<file path="src/rtl/skinny_sbox8_pkg.sv">
// Shared constants for the bit-sliced SKINNY-128 8-bit S-box: width, round count,
// and the inter-round bit permutation.
package skinny_sbox8_pkg;

    localparam int unsigned SboxWidth = 8;
    localparam int unsigned NumRounds = 4;

    // PermSrc[i] is the source bit of x that lands in output bit i after P.
    localparam logic [SboxWidth-1:0][2:0] PermSrc = {
        3'd2, 3'd1, 3'd7, 3'd6, 3'd4, 3'd0, 3'd3, 3'd5
    };

    typedef enum logic {
        ModePerm,
        ModeSwap
    } round_mode_e;

endpackage

</file>
<file path="src/rtl/skinny_sbox8_round.sv">
// One S-box round: two NOR/XOR updates, then either the full permutation P
// or (final round) a swap of bits 1 and 2.
module skinny_sbox8_round
    import skinny_sbox8_pkg::*;
(
    input  logic [SboxWidth-1:0] x_i,
    input  round_mode_e          mode_i,
    output logic [SboxWidth-1:0] x_o
);

    logic [SboxWidth-1:0] mixed;
    logic [SboxWidth-1:0] permuted;
    logic [SboxWidth-1:0] swapped;

    always_comb begin
        mixed    = x_i;
        mixed[4] = x_i[4] ^ ~(x_i[7] | x_i[6]);
        mixed[0] = x_i[0] ^ ~(x_i[3] | x_i[2]);
    end

    for (genvar i = 0; i < SboxWidth; i++) begin : g_perm
        assign permuted[i] = mixed[PermSrc[i]];
    end

    assign swapped = {mixed[7:3], mixed[1], mixed[2], mixed[0]};

    // mode_i is tied off per instance, so this mux reduces to wiring.
    always_comb begin
        x_o = permuted;
        if (mode_i == ModeSwap) begin
            x_o = swapped;
        end
    end

endmodule

</file>
<file path="src/rtl/skinny_sbox8_hs.sv">
// SKINNY-128 8-bit S-box: four chained bit-sliced rounds giving a zero-latency
// result, plus an enabled output register with asynchronous active-high reset.
module skinny_sbox8_hs
    import skinny_sbox8_pkg::*;
(
    input  logic                 clk,
    input  logic                 rst,
    input  logic                 en,
    input  logic [SboxWidth-1:0] si,
    output logic [SboxWidth-1:0] so,
    output logic [SboxWidth-1:0] so_r
);

    logic [NumRounds:0][SboxWidth-1:0] x;
    logic [SboxWidth-1:0]              so_r_q;

    assign x[0] = si;

    for (genvar r = 0; r < int'(NumRounds); r++) begin : g_round
        localparam round_mode_e Mode = (r == int'(NumRounds) - 1) ? ModeSwap : ModePerm;

        skinny_sbox8_round u_round (
            .x_i   (x[r]),
            .mode_i(Mode),
            .x_o   (x[r+1])
        );
    end

    assign so = x[NumRounds];

    always_ff @(posedge clk or posedge rst) begin
        if (rst) begin
            so_r_q <= '0;
        end else if (en) begin
            so_r_q <= so;
        end
    end

    assign so_r = so_r_q;

endmodule

</file>
<file path="config.mk">
export PLATFORM = sky130hd
export DESIGN_NAME = skinny_sbox8_hs
export DESIGN_NICKNAME = d
export VERILOG_FILES = /design/src/rtl/skinny_sbox8_pkg.sv /design/src/rtl/skinny_sbox8_round.sv /design/src/rtl/skinny_sbox8_hs.sv
export SDC_FILE = /design/constraint.sdc
export NUM_CORES = 1
export LEC_CHECK = 0
export CAP_MARGIN = 20
export CELL_PAD_IN_SITES_DETAIL_PLACEMENT = 1
export CELL_PAD_IN_SITES_GLOBAL_PLACEMENT = 2
export CORE_AREA = 5 5 59 61
export CTS_BUF_LIST = sky130_fd_sc_hd__clkbuf_8 sky130_fd_sc_hd__clkbuf_16
export CTS_CLUSTER_DIAMETER = 120
export DETAILED_ROUTE_END_ITERATION = 8
export DIE_AREA = 0 0 64 66
export PLACE_DENSITY = 0.73
export SLEW_MARGIN = 25
export SYNTH_ARGS = -nofsm -noshare
export SYNTH_HDL_FRONTEND = slang
export SYNTH_SLANG_ARGS = --single-unit
</file>
<file path="constraint.sdc">
create_clock -name clk -period 3.44 [get_ports clk]
set_input_delay 0.86 -clock clk [delete_from_list [all_inputs] [get_ports clk]]
set_output_delay 0.86 -clock clk [all_outputs]
set_load 0.02 [all_outputs]
</file>
==> flow_metrics.tcl <==
set metrics [dict create \
    outcome "finished, final reports clean" \
    fin_setup_tns_ps 0 \
    synth_top_area_frac 0.349 \
    syn-cell-area_um2 573 \
    synth_area_leaders "dfrtp_1, xnor2_1, mux2_2" \
    clock_power_share 0.257 \
    die_h_um 66 \
    vias 678 \
    grt_max_degree 16 \
    start_util 0.196 \
    cp.arrival_ps 2490 \
    cts_tree "built" \
    critPathMaxStageDelay_ps 450 \
    grt_pass1_wl_um 3350 \
    clock_latency_ps 220 \
    peakVddDrop_uv 179 \
    min_period_ps 3350 \
    antenna_found_initial 0 \
    finClkSkew_ps 0 \
    holdPathStages 1 \
    grt_pass1_vias 766 \
    coreArea_mm2 0.00293 \
    drt_iter0_drc 9 \
    wl_per_cell_um 12.7 \
    yosysSeqAreaShare 0.349 \
    multiInputGateArea_um2 377 \
    maxCapViolCount 0 \
    io_pins 27 \
    swShare 0.313 \
    synth-main-ff-cell "dfrtp_1" \
    cts_buffer_depth 2 \
    seqPwrFrac 0.275 \
    yosys_warnings 0 \
    crit_path_start_kind "primary input" \
    worstRegToRegCells 2 \
    ys_types 32 \
    synth_nets 75 \
    postCtsHoldBufs 0 \
    drcViolationCount 0 \
    final_area_mm2 0.00115 \
    dp_hpwl_um 1560 \
    netSwitchingPower_uw 132 \
    critPathCaptureType "primary output" \
    maxSlewViolCount 0 \
    synthTopCellsByCount "dfrtp_1, nor2_1, inv_1" \
    cellPowerDensity_mw_per_mm2 368 \
    utilization 0.392 \
    ant_nets 0 \
    critical_path_class "primary input to primary output" \
    rsz0062_at_grt "no" \
    cts.sinks 8 \
    synth_seq_cells 8 \
    cts_buffers 3 \
    worstHoldStart "so_r[7]$_DFFE_PP0P_" \
    cp_cell_sequence "clkdlybuf4s50_1 -> or3_4 -> nand3_1 -> mux2i_4 -> buf_4 -> buf_4 -> xor2_2 -> buf_6" \
    grtUsageTotal 0.0996 \
    cp_max_fo 3 \
    final_cells 152 \
    comb_power_share 0.467 \
    synth_cells 64 \
    critPathTopFamily "buffers and inverters" \
    internal_power_uw 291 \
    diodes 0 \
    cpMostUsedCell "buf_4" \
    synthToLayoutAreaGrowth_pct 100 \
    hold_viol 0 \
    cp_num_cells 8 \
    placementRows 20 \
    critical_path_buf_inv_count 4 \
    place_area_mm2 0.00104 \
    synth_edf_count 0 \
    fin_ws_ps 87.3 \
    power_leakage_uw 0.000543 \
    setup_viol 0 \
    postSynth.asyncResetShare 1.00 \
    num-fill-cells 354 \
    worst_pin_slew_ps 545 \
    htree_levels 1 \
    drt_wl_total_um 1930 \
    clockRootBuffer "clkbuf_8" \
    nNetsFinal 132 \
    yosysMostFrequentCell "dfrtp_1" \
    dp_slack_ps -550 \
    slew_headroom 0.636 \
    clkSlewWorstSetupHoldPaths_ps 40 \
    place_congestion 0.763 \
    overflow 0 \
    post-place-cells 145 \
    regArea_um2 200 \
    die_area_mm2 0.00422 \
    yosysTopAreaCell "dfrtp_1" \
    r2r_setup_slack_ps 2650 \
    startpoint "si[1]" \
    largest_reg_flops 8 \
    r2r-start "so_r[0]$_DFFE_PP0P_" \
    hold_path.class "register to register" \
    drive_above_1_share 0.412 \
    crit_slowest_cell "clkdlybuf4s50_1" \
    die_width_um 64 \
    cp.required_ps 2580 \
    drtPass1Iterations 4 \
    portBuffers 26 \
    period_share 0.975 \
    fmaxAchievable_mhz 298 \
    postSynthAreaPerCell_um2 8.95 \
    via_per_inst 4.46 \
]
path summary, 6_finish.rpt:
kind,endpoint
setup / recovery,so[1]
hold / removal,so_r[7]$_DFFE_PP0P_
setup reg to reg,so_r[0]$_DFFE_PP0P_
hold reg to reg,so_r[7]$_DFFE_PP0P_
max in group asynchronous,so_r[1]$_DFFE_PP0P_
min in group asynchronous,so_r[5]$_DFFE_PP0P_
metal layers:
metal	vias up	track usage	wire, um
li1	341	-	-
met1	315	0.106	806
met2	17	0.183	1050
met3	5	0.0119	57
met4	0	0.0623	19
met5	-	0	0
metrics by stage:
| stage | hold WS, ps | total power (uW) |
|---|---|---|
| after detailed placement | 500 | 309 |
| after global routing | 533 | 450 |
| after global placement | 494 | 306 |
| after CTS | 509 | 427 |
| final | 503 | 423 |
| after floorplan | 619 | 202 |
worst reg2reg max path, stage by stage, from the launching register on:
cell	delay (ps)
dfrtp_1	380
a2bb2oi_1	180
nand3_1	100
cell usage in the layout, fill, tap and decap left out, types with 3 or more instances in the layout:
cell type        synthesis  layout
a21oi_1                  3       3
buf_4                    0      28
clkbuf_8                 0       3
clkdlybuf4s50_1          0      13
dfrtp_1                  8       8
dlygate4sd2_1            0       7
inv_1                    5       5
nand2_1                  3       3
nand3_1                  4       4
nor2_1                   6       6
or3_4                    2       3
xnor2_1                  3       3
timing repair:
action | 4_1_cts | 5_1_grt
setup buffers | 3 | 1
resized for setup | 28 | 7
gates cloned | 0 | 0
pin swaps | 3 | 0
setup endpoints to repair | 8 | 5
cells by family after synthesis:
family,count (synthesis),share of synthesized area
compound gates,12,0.122
xor+xnor,5,0.0764
flops,8,0.349
simple gates,26,0.277
buf+inv,8,0.0677
mux,5,0.107
cell type report:
type,instances,share of cell area
multi-input cells,48,0.328
repair buffers,55,0.410
inverters,5,0.0163
well taps,33,0.0359
clock buffers,3,0.0359
flip-flops and latches,8,0.174
power by group through the flow:
stage / sequential (uW) / clock (uW) / combinational [uW]
after CTS: 117 / 112 / 197
after floorplan: 135 / 0 / 67.6
after detailed placement: 119 / 0 / 191
final: 117 / 109 / 198
after global placement: 118 / 0 / 188
after global routing: 119 / 119 / 213
Note: power is estimated with default switching activity, not from simulation.
